===== src/rtl/eth_tx_sequencer.sv =====
// eth_tx_sequencer
//   Drives a KSZ-style Ethernet controller through the register and QMU
//   accesses needed to push one frame into the transmit queue: poll TXMIR
//   for room, mask interrupts, open the QMU data window, stream header and
//   payload words as dummy writes, close the window, enqueue, restore IER.
//
// Ports
//   clk40m      single clock, rising edge
//   reset       asynchronous, active-low
//   txStart     one-cycle frame request, txLen sampled with it
//   txLen       frame byte length
//   txBusy      sequence in progress
//   txDone      one-cycle pulse, frame enqueued
//   txErr       one-cycle pulse, frame rejected or out of retries
//   txStatus    00 idle, 01 busy, 10 last done, 11 last error
//   frameCount  frames successfully enqueued (wraps)
//   bufAddr     payload word index into the caller's buffer
//   bufData     payload word, valid one clock after bufAddr changes
//   cmdReq/cmdWr/cmdOffset/cmdDummy/cmdWData  access request to controller
//   cmdAck/cmdRData                           access completion and read data
module eth_tx_sequencer #(
  parameter int          LEN_W     = 11,
  parameter int          ADDR_W    = 10,
  parameter logic [15:0] IER_VALUE = 16'h6000,
  parameter int          RETRY_MAX = 8,
  parameter int          POLL_GAP  = 256
) (
  input  logic              clk40m,
  input  logic              reset,
  input  logic              txStart,
  input  logic [LEN_W-1:0]  txLen,
  output logic              txBusy,
  output logic              txDone,
  output logic              txErr,
  output logic [1:0]        txStatus,
  output logic [15:0]       frameCount,
  output logic [ADDR_W-1:0] bufAddr,
  input  logic [15:0]       bufData,
  output logic              cmdReq,
  output logic              cmdWr,
  output logic [7:0]        cmdOffset,
  output logic              cmdDummy,
  output logic [15:0]       cmdWData,
  input  logic              cmdAck,
  input  logic [15:0]       cmdRData
);

  localparam int RET_W = $clog2(RETRY_MAX + 1);
  localparam int GAP_W = $clog2(POLL_GAP + 1);
  localparam logic [RET_W-1:0] RETRY_LIM = RET_W'(RETRY_MAX);
  localparam logic [GAP_W-1:0] GAP_LAST  = GAP_W'(POLL_GAP - 1);

  typedef enum logic [4:0] {
    S_IDLE, S_POLL, S_CHECK, S_GAP, S_IER_OFF, S_RXQ_RD, S_RXQ_SET,
    S_HDR_CTL, S_HDR_LEN, S_DATA_ADDR, S_DATA_WR, S_RXQ_RD2, S_RXQ_CLR,
    S_TXQ_RD, S_TXQ_ENQ, S_IER_ON, S_DONE, S_ERR
  } state_t;

  state_t              state_q, state_d;
  logic [15:0]         rdata_q;
  logic [LEN_W-1:0]    len_q;
  logic [ADDR_W:0]     words_left;
  logic                addr_phase;
  logic [RET_W-1:0]    retries;
  logic [GAP_W-1:0]    gap_cnt;
  logic [5:0]          frame_id;
  logic [5:0]          cur_id;

  logic                acked;
  logic                len_ok;
  logic                poll_pass;
  logic [RET_W-1:0]    retry_inc;
  logic [LEN_W:0]      len_plus;
  logic [ADDR_W:0]     words_calc;

  logic                launch;
  logic                acc_wr;
  logic [7:0]          acc_off;
  logic                acc_dummy;
  logic [15:0]         acc_wdata;

  // An ack only counts while a request is actually outstanding.
  assign acked     = cmdReq && cmdAck;
  assign len_ok    = (txLen != '0) && (32'(txLen) <= 32'd2000);
  assign poll_pass = rdata_q[12:0] >= (13'(len_q) + 13'd4);
  assign retry_inc = retries + 1'b1;

  // Round the byte length up to a 4-byte multiple, then count 16-bit words.
  assign len_plus   = {1'b0, txLen} + (LEN_W+1)'(3);
  assign words_calc = (ADDR_W+1)'({len_plus[LEN_W:2], 1'b0});

  assign txBusy = !(state_q == S_IDLE || state_q == S_DONE || state_q == S_ERR);
  assign txDone = (state_q == S_DONE);
  assign txErr  = (state_q == S_ERR);

  always_ff @(posedge clk40m or negedge reset) begin
    if (!reset) state_q <= S_IDLE;
    else        state_q <= state_d;
  end

  // Next state plus the access descriptor for the current state. Every
  // access state launches on its first cycle (cmdReq is always low on entry
  // because the previous ack dropped it) and advances on the ack.
  always_comb begin
    state_d   = state_q;
    launch    = 1'b0;
    acc_wr    = 1'b0;
    acc_off   = 8'h00;
    acc_dummy = 1'b0;
    acc_wdata = 16'h0000;
    case (state_q)
      S_IDLE: if (txStart) state_d = len_ok ? S_POLL : S_ERR;
      S_POLL: begin
        launch  = !cmdReq;
        acc_off = 8'h78;
        if (acked) state_d = S_CHECK;
      end
      S_CHECK: begin
        if (poll_pass)               state_d = S_IER_OFF;
        else if (retry_inc == RETRY_LIM) state_d = S_ERR;
        else                         state_d = S_GAP;
      end
      S_GAP: if (gap_cnt == GAP_LAST) state_d = S_POLL;
      S_IER_OFF: begin
        launch  = !cmdReq;
        acc_wr  = 1'b1;
        acc_off = 8'h90;
        if (acked) state_d = S_RXQ_RD;
      end
      S_RXQ_RD: begin
        launch  = !cmdReq;
        acc_off = 8'h82;
        if (acked) state_d = S_RXQ_SET;
      end
      S_RXQ_SET: begin
        launch    = !cmdReq;
        acc_wr    = 1'b1;
        acc_off   = 8'h82;
        acc_wdata = rdata_q | 16'h0008;
        if (acked) state_d = S_HDR_CTL;
      end
      S_HDR_CTL: begin
        launch    = !cmdReq;
        acc_wr    = 1'b1;
        acc_dummy = 1'b1;
        acc_wdata = {10'b1000000000, cur_id};
        if (acked) state_d = S_HDR_LEN;
      end
      S_HDR_LEN: begin
        launch    = !cmdReq;
        acc_wr    = 1'b1;
        acc_dummy = 1'b1;
        acc_wdata = 16'(len_q);
        if (acked) state_d = S_DATA_ADDR;
      end
      // Two cycles of address hold; the second one captures bufData.
      S_DATA_ADDR: begin
        launch    = addr_phase;
        acc_wr    = 1'b1;
        acc_dummy = 1'b1;
        acc_wdata = bufData;
        if (addr_phase) state_d = S_DATA_WR;
      end
      S_DATA_WR: begin
        if (acked) state_d = (words_left == (ADDR_W+1)'(1)) ? S_RXQ_RD2 : S_DATA_ADDR;
      end
      S_RXQ_RD2: begin
        launch  = !cmdReq;
        acc_off = 8'h82;
        if (acked) state_d = S_RXQ_CLR;
      end
      S_RXQ_CLR: begin
        launch    = !cmdReq;
        acc_wr    = 1'b1;
        acc_off   = 8'h82;
        acc_wdata = rdata_q & ~16'h0008;
        if (acked) state_d = S_TXQ_RD;
      end
      S_TXQ_RD: begin
        launch  = !cmdReq;
        acc_off = 8'h80;
        if (acked) state_d = S_TXQ_ENQ;
      end
      S_TXQ_ENQ: begin
        launch    = !cmdReq;
        acc_wr    = 1'b1;
        acc_off   = 8'h80;
        acc_wdata = rdata_q | 16'h0001;
        if (acked) state_d = S_IER_ON;
      end
      S_IER_ON: begin
        launch    = !cmdReq;
        acc_wr    = 1'b1;
        acc_off   = 8'h90;
        acc_wdata = IER_VALUE;
        if (acked) state_d = S_DONE;
      end
      S_DONE:  state_d = S_IDLE;
      S_ERR:   state_d = S_IDLE;
      default: state_d = S_IDLE;
    endcase
  end

  // Access port, frame bookkeeping and the counters that pace the sequence.
  always_ff @(posedge clk40m or negedge reset) begin
    if (!reset) begin
      cmdReq     <= 1'b0;
      cmdWr      <= 1'b0;
      cmdOffset  <= 8'h00;
      cmdDummy   <= 1'b0;
      cmdWData   <= 16'h0000;
      rdata_q    <= 16'h0000;
      len_q      <= '0;
      words_left <= '0;
      bufAddr    <= '0;
      addr_phase <= 1'b0;
      retries    <= '0;
      gap_cnt    <= '0;
      frame_id   <= 6'd0;
      cur_id     <= 6'd0;
      frameCount <= 16'h0000;
      txStatus   <= 2'b00;
    end else begin
      if (launch) begin
        cmdReq    <= 1'b1;
        cmdWr     <= acc_wr;
        cmdOffset <= acc_off;
        cmdDummy  <= acc_dummy;
        cmdWData  <= acc_wdata;
      end else if (acked) begin
        cmdReq <= 1'b0;
        if (!cmdWr) rdata_q <= cmdRData;
      end

      case (state_q)
        S_IDLE: begin
          if (txStart) begin
            if (len_ok) begin
              len_q      <= txLen;
              words_left <= words_calc;
              retries    <= '0;
              cur_id     <= frame_id;
              frame_id   <= frame_id + 6'd1;
              txStatus   <= 2'b01;
            end else begin
              txStatus <= 2'b11;
            end
          end
        end
        S_CHECK: begin
          if (!poll_pass) begin
            retries <= retry_inc;
            gap_cnt <= '0;
            if (retry_inc == RETRY_LIM) txStatus <= 2'b11;
          end
        end
        S_GAP:       gap_cnt <= gap_cnt + 1'b1;
        S_HDR_LEN: begin
          if (acked) begin
            bufAddr    <= '0;
            addr_phase <= 1'b0;
          end
        end
        S_DATA_ADDR: addr_phase <= ~addr_phase;
        S_DATA_WR: begin
          if (acked) begin
            words_left <= words_left - 1'b1;
            if (words_left != (ADDR_W+1)'(1)) bufAddr <= bufAddr + 1'b1;
          end
        end
        S_IER_ON: begin
          if (acked) begin
            frameCount <= frameCount + 16'd1;
            txStatus   <= 2'b10;
          end
        end
        default: ;
      endcase
    end
  end

endmodule


===== config.mk =====
export PLATFORM = sky130hd
export DESIGN_NAME = eth_tx_sequencer
export DESIGN_NICKNAME = d
export VERILOG_FILES = /design/src/rtl/eth_tx_sequencer.sv
export SDC_FILE = /design/constraint.sdc
export NUM_CORES = 1
export LEC_CHECK = 0
export ABC_AREA = 0
export ABC_CLOCK_PERIOD_IN_PS = 6300
export CAP_MARGIN = 20
export CORE_MARGIN = 8
export CORE_UTILIZATION = 40
export DETAILED_ROUTE_END_ITERATION = 12
export HOLD_SLACK_MARGIN = 0.12
export SLEW_MARGIN = 20
export SYNTH_ARGS = -nofsm -noshare
export SYNTH_HDL_FRONTEND = slang
export SYNTH_SLANG_ARGS = --single-unit

===== constraint.sdc =====
create_clock -name clk40m -period 6.3 [get_ports clk40m]
set_clock_uncertainty 0.05 [all_clocks]
set_input_delay 0.63 -clock clk40m [delete_from_list [all_inputs] [get_ports clk40m]]
set_output_delay 0.63 -clock clk40m [all_outputs]
set_load 0.1 [all_outputs]

# Word-level counts from Yosys, hierarchy flattened
# Index checks and enable logic that the tools add are counted.
dict set report word_totals {
  elab_cells 149
  ff_bits 124
  inputBits 47
}
dict set report classes {
  bitwise 3
  reduce_logical 31
  n_lt_le_gt_ge 2
  muxes 48
  addsub 8
  n_eq_ne 40
}
# operator n
set ops {}
lappend ops {{$pmux 16 s7} 1}
lappend ops {{$mux 5} 18}
lappend ops {{$pmux 5 s16} 1}
lappend ops {{$eq 5x4->1 const B} 8}
lappend ops {{$ne 2x2->1 const B} 19}
lappend ops {{$mux 11} 3}
lappend ops {{$pmux 8 s4} 1}
lappend ops {{$mux 10} 3}
lappend ops {{$pmux 11 s2} 1}
lappend ops {{$eq 5x3->1 const B} 4}
lappend ops {{$pmux 10 s2} 1}
lappend ops {{$pmux 9 s2} 1}
lappend ops {{$add 16x1->16 const B} 1}
lappend ops {{$reduce_and 15->1} 1}
lappend ops {{$ge 13x12->1} 1}
lappend ops {{$add 11x2->12 const B} 1}
lappend ops {{$add 11x3->12 const B} 1}
lappend ops {{$mux 2} 6}
lappend ops {{$mux 4} 3}
lappend ops {{$reduce_and 4->1} 3}
lappend ops {{$reduce_bool 2->1} 6}
lappend ops {{$eq 11x1->1 const B} 1}
lappend ops {{$le 11x11->1 const B} 1}
lappend ops {{$ne 11x1->1 const B} 1}
lappend ops {{30 further kinds} 45}

# Depth between registers and ports, before layout
# Gate-level depths: netlist (run 1).
dict set report depth {
  depth_word 5
  mapped_depth 11
}

# Worst setup path after synthesis (run 1)
# No wires, ideal clock.
dict set report synth_timing {
  path_kind {register -> output}
  start {reg state_q[2]}
  end {out txErr}
  arrival_ns 3.664
  required_ns 5.620
  stages_incl_launch_ff 4
  setup_slack_ns 1.956
  cell_sequence {dfrtp_1 -> buf_2 -> buf_1 -> nor4_1}
}
dict set report synth_between {
  elab_chain_len 1
}
# element line
set synth_lines {}
lappend synth_lines {{start: declaration} 59} ;# state_t state_q, state_d;
lappend synth_lines {{start signal: assignment} 98} ;# else state_q <= state_d;
lappend synth_lines {{$eq 5x5->1} 94} ;# assign txErr = (state_q == S_ERR);
lappend synth_lines {{end: declaration} 34} ;# output logic txErr,
# No other way between the ends.

# Worst setup path after layout (run 1)
dict set report layout_timing {
  start {reg state_q[0]}
  end {out txErr}
}
# The elaborated chain is that of the path after synthesis.

==> impl_metrics.csv, run 1 <==
group,metric,value,unit
outcome,outcome,"completed",
grt,antenna_found_initial,0,
critical_path,ff2ff_path_depth,6,
die,die_w,145,um
critical_path,endpoint_kind,"output pin",
sta,finalSetupTns,0,ns
die,core,16300,sq um
critical_path,cp_num_buf_inv,1,
yosys,synth_cell_types,71,
routing,wire_per_inst,18.2,um
placement,dp_hpwl,13.3,mm
layout,final_common_cell,"dfrtp_1",
routing,drc,0,
die,pin_count,105,
die,rows,47,
clock_tree,clock_latency,0.42,ns
layout,diodes,0,
sta,hold_viol_final,0,
run,maxCapViolations,0,
clock_tree,cts-root-buf,"clkbuf_16",
placement,routabilityCongestion,0.888,
clock_tree,cts.sinks,120,
critical_path,crit_path_max_fanout,28,
grt,grt_pass1_vias,5556,
critical_path,start_kind,"flop",
clock_tree,post_cts_resized,0,
grt,grt_max_degree,69,
critical_path,reg2reg_from,"state_q[0]",
placement,portBuffers,102,
power,power,4440,uW
clock_tree,htree_levels,4,
critical_path,critical_path.cell_chain,"nand2b_1 -> nor4_1 -> clkdlybuf4s50_1",
critical_path,path_class,"flop to output pin",
routing,postRouteAntennaNets,0,
critical_path,path_delay_family,"buffers and inverters",
clock_tree,numCtsBuffers,17,
power,power_density,529,nW/um^2
die,initial_utilization,0.404,
layout,fill_cells,1519,
routing,vias,5635,
yosys,synth_seq_cells,120,
layout,nets,844,
yosys,ys_seq_area_frac,0.454,
clock_tree,cts_hold_buf,0,
yosys,synth_edf_count,0,
routing,firstDrtPassIters,5,
clock_tree,clockBufferDepth,2,
sta,final-setup-viol-count,0,
layout,drive_above_1_share,0.0915,
critical_path,cp_data_required_time,5.62,ns
die,die_h,145,um
yosys,syn-cell-area,6610,sq um
sta,rsz0062_at_grt,"false",
sta,period_needed,4.12,ns
clock_tree,clk_pin_slew,0.05,ns
yosys,avgSynthCellArea,9.70,sq um
critical_path,r2r_slack,2.44,ns
power,vdd_drop_max,0.485,mV
sta,tightest_slew,1.01,ns
grt,grt_overflow_total,0,
sta,drv_slew,0,
routing,first_iter_violations,579,
die,fp.dieArea,20900,sq um
yosys,ys.flop_type,"dfrtp_1",
power,leakagePower,0.00364,uW
sta,maxSlewHeadroom,0.325,
yosys,netlist_instances,681,
sta,fmax,243,MHz
routing,finalWirelength,18.3,mm
layout,syn2layout_area_growth,26.8,%
layout,layout_common_cells,"120 x dfrtp_1, 101 x clkdlybuf4s50_1, 89 x nand2_1",
sta,finalCritPeriodShare,0.654,
critical_path,crit_slowest_cell,"clkdlybuf4s50_1",
clock_tree,postCtsSetupBuffers,0,
yosys,ys.warnings.count,0,
grt,grt_pass1_wl,29.5,mm
min_path,min_path_type,"input port to async pin",
yosys,async_flop_share,1.00,
routing,via_per_inst,5.60,
critical_path,r2r_end,"rdata_q[2]",
grt,grt_use_total,0.181,
clock_tree,cts_tree,"built",
critical_path,slowest_delay,1.24,ns
critical_path,worstPathArrival,3.44,ns
[kinds of logic after synthesis]
family          Yosys count  share of synthesized area
xor+xnor                 46                     0.0621
buf+inv                  46                     0.0329
other cells               1                   0.000567
compound gates          146                      0.153
flops                   120                      0.454
mux                      27                     0.0509
fa+ha+maj                23                     0.0432
simple gates            272                      0.203
[power breakdown]
part	switching, uW	internal [uW]	total (uW)
logic	1380	696	2070
clock network	362	638	1000
registers	333	1030	1360
[sequential cells by signal, summed over array words and instances (netlist names), 5 cells and up]
name / flops
state_q: 5
cmdWData: 16
cur_id: 6
gap_cnt: 9
frameCount: 16
bufAddr: 10
words_left: 11
len_q: 11
frame_id: 6
rdata_q: 16
[worst max-delay path by stage]
stage | start | endpoint | slack, ns | cells past startpoint
6_report | state_q[0] | txErr | 2.18 | 3
5_1_grt | state_q[0] | txErr | 2.08 | 3
4_1_cts | state_q[0] | txErr | 2.26 | 3
3_5_place_dp | state_q[0] | rdata_q[2] | 2.44 | 6
3_3_place_gp | state_q[0] | rdata_q[1] | 2.61 | 6
2_1_floorplan | state_q[2] | txErr | 1.96 | 3
[per-layer routing]
layer  global-route usage  up-vias  part of all wire
met1                0.239     2779              0.45
met3               0.0475       19             0.058
met5                    0        -                 0
met2                0.288      168              0.48
li1                     -     2669                 -
met4               0.0465        0             0.013
[stage by stage]
| step | setup WS [ns] | hold WS, ns | std cells | cell area (sq um) | utilization |
|---|---|---|---|---|---|
| 4_1_cts | 2.26 | 0.317 | 1007 | 8380 | 0.513 |
| 6_report | 2.18 | 0.286 | 1007 | 8380 | 0.513 |
| 2_1_floorplan | 1.96 | 0.284 | 682 | 6610 | - |
| 5_1_grt | 2.08 | 0.360 | 1007 | 8380 | 0.513 |
| 3_3_place_gp | 2.61 | 0.404 | 976 | 7770 | 0.476 |
| 3_5_place_dp | 2.44 | 0.408 | 976 | 7770 | 0.476 |
[cells in the mapped netlist (17+ instances only)]
master	instances	area [sq um]
ha_1	22	275
clkbuf_1	21	78.8
nand2_1	89	334
a22oi_1	17	128
a21oi_1	31	155
nand3_1	25	125
dfrtp_1	120	3000
a31oi_1	20	125
and3_1	17	106
xnor2_1	26	228
xor2_1	19	166
nor2_1	57	214
[worst register-to-register path, stage by stage (launching register included)]
cell	delay, ns
dfrtp_1	0.95
nand2b_1	0.39
nor2_1	0.19
buf_4	0.25
a22o_2	0.67
or3_1	0.81
mux2_2	0.43
[area by class of cell]
class	instances	area [sq um]	share of cell area
Multi-Input combinational cell	516	3390	0.405
Sequential cell	120	3000	0.358
Timing Repair Buffer	107	1060	0.126
Clock buffer	19	453	0.0541
Tap cell	220	275	0.0329
Clock inverter	12	151	0.0181
Inverter	13	48.8	0.00582
(Power assumes the default switching activity.)
==> run 2, diff against run 1 <==
Settings changed: ABC_CLOCK_PERIOD_IN_PS 6300 to 3570.
Clock period 6.3 ns to 3.57 ns, I/O delays scaled along.
==> run 2 against run 1 <==
  * Cell area rose by 1.2%
  * Power rose by 77%
  * Worst setup slack got worse by 1.8 ns
  * Via count rose by 0.30%
  * Global-route usage fell by 0.094 points
  * Critical endpoint is now gap_cnt[6]
  * Largest cell class unchanged
==> impl_metrics.csv, run 2 (synthesized netlist as in run 1, its figures left out) <==
group,metric,value,unit
outcome,outcome,"completed",
routing,wire_per_inst,18.0,um
placement,pre_cts_ws,0.424,ns
grt,grt_use_total,0.180,
die,die_w,145,um
layout,largestRegisters,"cmdWData: 16 flops, frameCount: 16 flops, rdata_q: 16 flops",
sta,tightest_slew,1.01,ns
placement,portBuffers,102,
routing,postRouteAntennaNets,0,
die,die_h,145,um
critical_path,crit_path_max_fanout,9,
clock_tree,clk_pin_slew,0.06,ns
power,leakagePower,0.00371,uW
layout,final_common_cell,"dfrtp_1",
grt,grt_overflow_total,0,
power,power_density,926,nW/um^2
die,fp.dieArea,20900,sq um
placement,dpl.cell_count,985,
critical_path,cp_data_required_time,3.82,ns
clock_tree,htree_levels,4,
power,vdd_drop_max,0.567,mV
placement,dp_hpwl,13.6,mm
layout,nets,854,
layout,final_util,0.519,
sta,final-setup-viol-count,0,
critical_path,worstPathArrival,3.44,ns
clock_tree,clock_latency,0.42,ns
critical_path,start_kind,"flop",
routing,topRoutingLayerUsed,"met4",
sta,fmax,313,MHz
routing,via_per_inst,5.55,
grt,antenna_found_initial,0,
min_path,min_path_type,"flop to flop",
die,core,16300,sq um
run,maxCapViolations,0,
grt,grt_pass1_wl,29.4,mm
routing,vias,5652,
placement,routabilityCongestion,0.850,
clock_tree,clockBufferDepth,2,
sta,finalSetupTns,0,ns
sta,period_needed,3.19,ns
critical_path,endpoint_kind,"flop",
routing,firstDrtPassIters,6,
die,pin_count,105,
sta,rsz0062_at_grt,"false",
sta,setup_slack,0.376,ns
critical_path,reg2reg_from,"len_q[5]",
critical_path,r2r_slack,0.38,ns
routing,drc,0,
grt,grt_pass1_vias,5651,
routing,wl_met3,894,um
clock_tree,cts_tree,"built",
clock_tree,cts_hold_buf,1,
layout,syn2layout_area_growth,28.3,%
sta,maxSlewHeadroom,0.325,
layout,diodes,0,
critical_path,path_class,"flop to flop",
clock_tree,numCtsBuffers,17,
routing,m1WireLength,8.14,mm
layout,final_cells,1018,
layout,drive_above_1_share,0.108,
clock_tree,cts.sinks,120,
clock_tree,cts-root-buf,"clkbuf_16",
die,initial_utilization,0.404,
routing,finalWirelength,18.3,mm
grt,grt_max_degree,64,
sta,finalCritPeriodShare,0.895,
sta,holdWs,0.412,ns
min_path,hp-start,"frameCount[15]",
sta,hold_viol_final,0,
clock_tree,post_cts_resized,0,
layout,layout_common_cells,"120 x dfrtp_1, 98 x clkdlybuf4s50_1, 89 x nand2_1",
die,rows,47,
routing,first_iter_violations,365,
critical_path,startpoint,"len_q[5]",
routing,dr_wl_met2,9.00,mm
sta,drv_slew,0,
clock_tree,postCtsSetupBuffers,0,
-- run 2: cell count changes in the layout (fill, tap and decap cells not counted), sizes merged --
cell           previous run  this run
clkdlybuf4s50           101        98
buf                       6        18
clkbuf                   19        17
clkinvlp                  5         4
clkinv                    4         7
inv                      13        14
dlygate4sd3               0         1
-- run 2: worst paths after layout --
kind                                       end  cells past startpoint
worst max register to register      gap_cnt[6]                     10
worst max-delay path                gap_cnt[6]                     10
max in group asynchronous        words_left[4]                      3
worst min register to register  frameCount[15]                      1
worst min-delay path            frameCount[15]                      1
min in group asynchronous         cmdOffset[7]                      2
-- run 2: power breakdown --
part           switching, uW  internal (uW)  total, uW
clock network            641           1100       1740
logic                   2520           1280       3800
registers                507           1820       2320
-- run 2: critical path, cell delays in order (launching register included) --
cell and delay, ns:
dfrtp_1 0.43, and3_1 0.20, and2_1 0.15, nand4_1 0.13, xor2_1 0.17, ha_1 0.31
a21o_1 0.16, a211o_1 0.35, nor3_1 0.43, o21ai_1 0.31, a211o_1 0.38
-- run 2: stage by stage --
step / instance area [sq um] / power [uW]
floorplan: 6620 / 5100
global placement: 7870 / 6040
detailed placement: 7870 / 6120
CTS: 8480 / 7880
global route: 8480 / 8270
finish: 8480 / 7860
-- run 2: layer usage --
metal | GRT usage | vias up
li1 | - | 2682
met1 | 0.223 | 2788
met2 | 0.302 | 163
met3 | 0.0363 | 19
met4 | 0.0706 | 0
met5 | 0 | -
-- run 2: cell type report --
cell class | count | area [sq um]
fillers | 1528 | 7870
multi-input cells | 516 | 3400
flip-flops and latches | 120 | 3000
repair buffers | 117 | 1150
clock buffers | 17 | 425
well taps | 220 | 275
clock inverters | 15 | 179
inverters | 13 | 48.8
